===== src/rtl/mem_port_arbiter_pkg.sv =====
// Shared types for the two-cache memory port arbiter: FSM states, op encoding, width defaults.
package mem_port_arbiter_pkg;

   localparam int ADDR_W_DEF  = 8;
   localparam int WDATA_W_DEF = 8;
   localparam int RDATA_W_DEF = 32;

   typedef enum logic [1:0] {
      IDLE    = 2'd0,
      BUSY    = 2'd1,
      RELEASE = 2'd2
   } state_t;

   localparam logic OP_READ  = 1'b0;
   localparam logic OP_WRITE = 1'b1;

endpackage


===== src/rtl/mem_port_arbiter_rr_pick2.sv =====
// Two-way round-robin pick, combinational: a lone requester wins, a tie goes to the one not served last.
module rr_pick2 (
   input  logic [1:0] pending,
   input  logic       last,
   output logic       grant_valid,
   output logic       grant_idx
);

   always_comb begin
      grant_valid = |pending;
      grant_idx   = 1'b0;
      if (pending == 2'b11) begin
         grant_idx = ~last;
      end else begin
         grant_idx = pending[1];
      end
   end

endmodule


===== src/rtl/mem_port_arbiter.sv =====
// Shares one memory port between two caches: round-robin grant, command latched on grant (1 cycle),
// completion forwarded combinationally to the owner only; grant held until the owner drops its request.
module mem_port_arbiter
   import mem_port_arbiter_pkg::*;
#(
   parameter int ADDR_W  = ADDR_W_DEF,
   parameter int WDATA_W = WDATA_W_DEF,
   parameter int RDATA_W = RDATA_W_DEF
) (
   input  logic               clk,
   input  logic               rst,
   input  logic               C0Read_request,
   input  logic               C0Write_request,
   input  logic [ADDR_W-1:0]  C0Address,
   input  logic [WDATA_W-1:0] C0Write_data,
   output logic               C0Read_ready,
   output logic [RDATA_W-1:0] C0Read_data,
   output logic               C0Write_done,
   input  logic               C1Read_request,
   input  logic               C1Write_request,
   input  logic [ADDR_W-1:0]  C1Address,
   input  logic [WDATA_W-1:0] C1Write_data,
   output logic               C1Read_ready,
   output logic [RDATA_W-1:0] C1Read_data,
   output logic               C1Write_done,
   output logic               MRead_request,
   output logic               MWrite_request,
   output logic [ADDR_W-1:0]  MAddress,
   output logic [WDATA_W-1:0] MWrite_data,
   input  logic               MRead_ready,
   input  logic [RDATA_W-1:0] MRead_data,
   input  logic               MWrite_done
);

   state_t     state;
   state_t     state_nxt;
   logic       owner;
   logic       op;
   logic       last;
   logic [1:0] pending;
   logic       grant_valid;
   logic       grant_idx;
   logic       grant_op;
   logic       done_in;
   logic       owner_req;

   assign pending = {C1Read_request | C1Write_request, C0Read_request | C0Write_request};

   rr_pick2 u_pick (
      .pending     (pending),
      .last        (last),
      .grant_valid (grant_valid),
      .grant_idx   (grant_idx)
   );

   // A requester raising read and write together gets its read first.
   assign grant_op  = grant_idx ? (C1Read_request ? OP_READ : OP_WRITE)
                                : (C0Read_request ? OP_READ : OP_WRITE);
   assign done_in   = (op == OP_WRITE) ? MWrite_done : MRead_ready;
   assign owner_req = owner ? ((op == OP_WRITE) ? C1Write_request : C1Read_request)
                            : ((op == OP_WRITE) ? C0Write_request : C0Read_request);

   always_ff @(posedge clk or posedge rst) begin
      if (rst) begin
         state <= IDLE;
      end else begin
         state <= state_nxt;
      end
   end

   always_comb begin
      state_nxt = state;
      case (state)
         IDLE:    if (grant_valid) state_nxt = BUSY;
         BUSY:    if (done_in)     state_nxt = RELEASE;
         RELEASE: if (!owner_req)  state_nxt = IDLE;
         default:                  state_nxt = IDLE;
      endcase
   end

   // Completions reach only the owner and only while BUSY, so late or stale pulses are dropped.
   always_comb begin
      C0Read_ready = 1'b0;
      C1Read_ready = 1'b0;
      C0Write_done = 1'b0;
      C1Write_done = 1'b0;
      if (state == BUSY) begin
         if (op == OP_READ) begin
            C0Read_ready = !owner && MRead_ready;
            C1Read_ready =  owner && MRead_ready;
         end else begin
            C0Write_done = !owner && MWrite_done;
            C1Write_done =  owner && MWrite_done;
         end
      end
   end

   assign C0Read_data = MRead_data;
   assign C1Read_data = MRead_data;

   always_ff @(posedge clk or posedge rst) begin
      if (rst) begin
         owner          <= 1'b0;
         op             <= OP_READ;
         last           <= 1'b1;
         MRead_request  <= 1'b0;
         MWrite_request <= 1'b0;
         MAddress       <= '0;
         MWrite_data    <= '0;
      end else begin
         if (state == IDLE && grant_valid) begin
            owner          <= grant_idx;
            op             <= grant_op;
            MAddress       <= grant_idx ? C1Address : C0Address;
            MWrite_data    <= grant_idx ? C1Write_data : C0Write_data;
            MRead_request  <= (grant_op == OP_READ);
            MWrite_request <= (grant_op == OP_WRITE);
         end
         if (state == BUSY && done_in) begin
            MRead_request  <= 1'b0;
            MWrite_request <= 1'b0;
            last           <= owner;
         end
      end
   end

endmodule


===== config.mk =====
export PLATFORM = sky130hd
export DESIGN_NAME = mem_port_arbiter
export DESIGN_NICKNAME = d
export VERILOG_FILES = /design/src/rtl/mem_port_arbiter_pkg.sv /design/src/rtl/mem_port_arbiter_rr_pick2.sv /design/src/rtl/mem_port_arbiter.sv
export SDC_FILE = /design/constraint.sdc
export NUM_CORES = 1
export LEC_CHECK = 0
export CORE_MARGIN = 8
export CORE_UTILIZATION = 30
export DETAILED_ROUTE_END_ITERATION = 6
export PLACE_DENSITY = 0.8
export REMOVE_ABC_BUFFERS = 1
export SLEW_MARGIN = 20
export SYNTH_ARGS = -nofsm -noshare
export SYNTH_HDL_FRONTEND = slang
export SYNTH_SLANG_ARGS = --single-unit

===== constraint.sdc =====
create_clock -name clk -period 1.5 [get_ports clk]
set_clock_uncertainty 0.2 [all_clocks]
set_input_delay 0.45 -clock clk [delete_from_list [all_inputs] [get_ports clk]]
set_output_delay 0.45 -clock clk [all_outputs]
set_load 0.005 [all_outputs]

==> impl_results.rst <==
.. list-table::
   :header-rows: 1

   * - Metric
     - Value
   * - Final TNS setup
     - -3760 ps
   * - Maximum clock rate
     - 538 MHz
   * - Drc violations
     - 0
   * - Setup repair after global routing missed its margin
     - yes
   * - Initial core utilization
     - 30.5%
   * - Synthesized instance count
     - 179
   * - Detailed router's first-iteration violation count
     - 90
   * - Static leakage power
     - 0.00110 uW
   * - Worst setup slack before clock tree synthesis
     - -881 ps
   * - Synthesis-stage register bit count
     - 23
   * - Post-synthesis average cell area
     - 10.7 um^2
   * - Xor and xnor area share after synthesis
     - 0%
   * - Count of flip-flops with a built-in enable after synthesis
     - 0
   * - Ratio of final minimum period to clock period
     - 124%
   * - Clock tree from TritonCTS
     - yes
   * - Worst-Skew Late Latency
     - 260 ps
   * - Yosys warning count
     - 0
   * - Ant diodes
     - 0
   * - Worst Path Class, Setup
     - flip-flop to output pin
   * - Maximum resistive drop on vdd
     - 0.836 mV
   * - HPWL after DPL
     - 5.81 mm
   * - Arrival time worst endpoint
     - 1210 ps
   * - Hold/Removal Path Class
     - input port to asynchronous set/reset pin
   * - Register area
     - 578 um^2
   * - Dominant combinational cell family by area after synthesis
     - buffers and inverters
   * - Antenna violations before repair
     - 0
   * - Congestion Overflow GR
     - 0
   * - Critical path, cell by cell
     - nand3b_1 -> nor2_1 -> buf_2
   * - Number of pins exceeding their max-slew limit in the final report
     - 0
   * - Maximum clock path buffer count
     - 2
   * - Worst path max stage delay
     - 420 ps
   * - Required time at the endpoint of the critical path
     - 850 ps
   * - Number of global-route vias before repair
     - 1717
   * - Final count of negative-setup-slack endpoints
     - 26
   * - Startpoint type of the worst setup path
     - flip-flop
   * - Area of the mapped netlist
     - 0.00192 mm^2
   * - Post-Route WL
     - 7.92 mm
   * - Quantity of I/O buffers inserted on ports
     - 61
   * - Global-route wire length before repair
     - 11.0 mm
   * - Share of synthesized cell area in full adder, half adder and majority cells
     - 0%
   * - H-Tree Depth
     - 1
   * - Synthesis-to-layout area growth
     - 41.3%
   * - Gate family responsible for the most delay along the worst path
     - flip-flops
   * - CORE AREA
     - 0.00628 mm^2
   * - Peak fanout along the critical path
     - 4
   * - Via density per instance
     - 5.21
   * - Number of optimization iterations in the first detailed-route pass
     - 4
   * - Cell total after placement
     - 269
   * - Horiz. Die Dim
     - 95.9 um
   * - Final layout net count
     - 295
   * - Detailed-route wire length per cell
     - 26.5 um
   * - Slew margin rel.
     - 79.8%
   * - Global placement routability congestion
     - 0.752
   * - Clock-pin slew on the worst setup and hold paths
     - 90 ps
   * - Final hold slack
     - 297 ps
   * - Area fraction in compound gates after synthesis
     - 30.2%
   * - Fill cell count
     - 567
   * - Async SR Flop Fraction
     - 100%
   * - Violations in the final reports
     - setup timing
   * - Top-level port count
     - 158
   * - Outcome
     - complete, but fails checks
   * - Pwr/cell area
     - 1920 mW/mm^2
   * - Cell Count, Final, Fillers Out
     - 299
   * - Category of the worst setup path capture point
     - output pin
   * - Cell with the largest stage delay on the worst path
     - sky130_fd_sc_hd__dfrtp_1
   * - Combined area of the multi-input logic cells
     - 915 um^2
   * - Number of max-cap violations
     - 0
   * - Post-synth top flop
     - sky130_fd_sc_hd__dfrtp_1
   * - Final Hold Violating Endpoints
     - 0
   * - Distinct cells, synth
     - 33
   * - Sink Count
     - 23
   * - Multiplexer share of the synthesized area
     - 2.48%
   * - Total global routing track utilization
     - 16.5%
   * - Number of routed nets with antenna violations
     - 0
   * - Final critical delay including setup and external delays
     - 1860 ps
   * - Total Die Area
     - 0.00920 mm^2
   * - Critical path buffers and inverters
     - 1
   * - Num CTS Buffers
     - 3
   * - Largest net degree at the start of global routing
     - 18
   * - Setup ws final
     - -357 ps
   * - Sequential area share after synthesis
     - 30.1%
   * - Via total after detailed routing
     - 1558
   * - Proportion of layout cells with a drive suffix above 1
     - 59.9%
   * - Height of the chip
     - 95.9 um
   * - Site row count
     - 29
   * - Post-Synth Simple-Gate Area
     - 6.20%
   * - Clock tree root buffer cell
     - sky130_fd_sc_hd__clkbuf_8
   * - Transition time at the pin with the least slew margin
     - 300 ps
layout make-up:
class	count	share of cell area, %
clock buffer	4	1.66
tap	77	3.56
inverter	2	0.277
multi-input combinational	81	33.8
timing repair buffer	112	39.4
sequential	23	21.3
layout by cell type (no fill, tap or decap), types with 2 or more instances in the layout:
| cell type | n |
|---|---|
| sky130_fd_sc_hd__nand2_2 | 2 |
| sky130_fd_sc_hd__nand3b_1 | 2 |
| sky130_fd_sc_hd__clkbuf_8 | 3 |
| sky130_fd_sc_hd__a311oi_4 | 2 |
| sky130_fd_sc_hd__dfrtp_1 | 21 |
| sky130_fd_sc_hd__or2_4 | 4 |
| sky130_fd_sc_hd__a2bb2oi_1 | 3 |
| sky130_fd_sc_hd__clkdlybuf4s50_1 | 33 |
| sky130_fd_sc_hd__buf_8 | 2 |
| sky130_fd_sc_hd__buf_16 | 2 |
| sky130_fd_sc_hd__buf_2 | 25 |
| sky130_fd_sc_hd__o21ai_0 | 7 |
| sky130_fd_sc_hd__nand2b_4 | 2 |
| sky130_fd_sc_hd__inv_1 | 2 |
| sky130_fd_sc_hd__a311oi_2 | 14 |
| sky130_fd_sc_hd__buf_12 | 5 |
| sky130_fd_sc_hd__nor2_4 | 2 |
| sky130_fd_sc_hd__o21ai_1 | 11 |
| sky130_fd_sc_hd__buf_6 | 17 |
| sky130_fd_sc_hd__nor3_2 | 3 |
| sky130_fd_sc_hd__nor2_1 | 2 |
| sky130_fd_sc_hd__buf_4 | 24 |
| sky130_fd_sc_hd__a21o_1 | 2 |
| sky130_fd_sc_hd__a2bb2oi_2 | 13 |
stage by stage:
stage / utilization (%) / area, um^2 / total power (uW)
after global placement: 36.2 / 2270 / 3760
after global routing: 43.2 / 2710 / 5510
after CTS: 40.9 / 2570 / 4830
after detailed placement: 36.2 / 2270 / 3820
final: 43.2 / 2710 / 5200
after floorplan: - / 1330 / 2470
kinds of logic (layout without fill, tap and decap cells):
| kind of cell | count (synthesis) | in the layout |
|---|---|---|
| AND/OR/NAND/NOR | 18 | 19 |
| buffers and inverters | 76 | 118 |
| flip-flops | 23 | 23 |
| multiplexers | 3 | 3 |
| AO/OA/AOI/OAI | 59 | 59 |
sequential cells by signal (all words and copies together), names as in the netlist:
name	flops
state	2
MWrite_request	1
MWrite_data	8
MRead_request	1
owner	1
MAddress	8
op	1
last	1
final timing paths:
| kind | start | to | slack [ps] | depth (start not counted) |
|---|---|---|---|---|
| max in group asynchronous | rst | last | 580 | 3 |
| worst max-delay path | state[1] | C1Read_ready | -360 | 3 |
| min in group clk | MAddress[0] | MAddress[0] | 350 | 1 |
| worst max register to register | state[0] | MRead_request | -160 | 4 |
| worst min-delay path | rst | op | 300 | 3 |
| worst min register to register | MAddress[0] | MAddress[0] | 350 | 1 |
cells in the mapped netlist, types with 2 or more instances:
master,instances,share of area (%)
sky130_fd_sc_hd__a21o_1,2,0.78
sky130_fd_sc_hd__a2bb2oi_1,6,2.7
sky130_fd_sc_hd__a2bb2oi_2,10,7.8
sky130_fd_sc_hd__a311oi_1,6,2.7
sky130_fd_sc_hd__a311oi_2,10,7.8
sky130_fd_sc_hd__buf_12,2,2.1
sky130_fd_sc_hd__buf_2,2,0.52
sky130_fd_sc_hd__buf_4,65,25
sky130_fd_sc_hd__buf_6,4,2.3
sky130_fd_sc_hd__dfrtp_1,22,29
sky130_fd_sc_hd__inv_1,2,0.39
sky130_fd_sc_hd__nand2_1,2,0.39
sky130_fd_sc_hd__nand2b_1,2,0.65
sky130_fd_sc_hd__nand3b_1,2,0.78
sky130_fd_sc_hd__nor2_1,3,0.59
sky130_fd_sc_hd__nor2_2,2,0.65
sky130_fd_sc_hd__nor3_1,3,0.78
sky130_fd_sc_hd__o21ai_0,18,4.7
sky130_fd_sc_hd__or2_4,2,0.91
repair_timing:
action	4_1_cts	5_1_grt
endpoints found under the setup margin	45	27
hold endpoints to repair	0	0
gates cloned	4	1
resized for setup	154	21
pin swaps	24	10
hold buffers	0	0
setup buffers	24	3
where the power goes:
part	internal, uW	switching (uW)
sequential	953	234
combinational	2210	1410
clock	190	206
worst reg2reg max path: stages (launching register included):
cell	delay, ps
sky130_fd_sc_hd__dfrtp_1	440
sky130_fd_sc_hd__or2_4	300
sky130_fd_sc_hd__buf_12	150
sky130_fd_sc_hd__or2_4	250
sky130_fd_sc_hd__a221oi_2	230
per-layer routing:
| layer | share of wire (%) | GRT usage [%] | vias to the layer above |
|---|---|---|---|
| met5 | 0.62 | 5.56 | - |
| met4 | 1.3 | 3.07 | 2 |
| met3 | 18 | 12.9 | 8 |
| met2 | 40 | 23.0 | 112 |
| met1 | 40 | 19.1 | 758 |
| li1 | - | - | 678 |
Power figures use the tool's default switching activity.
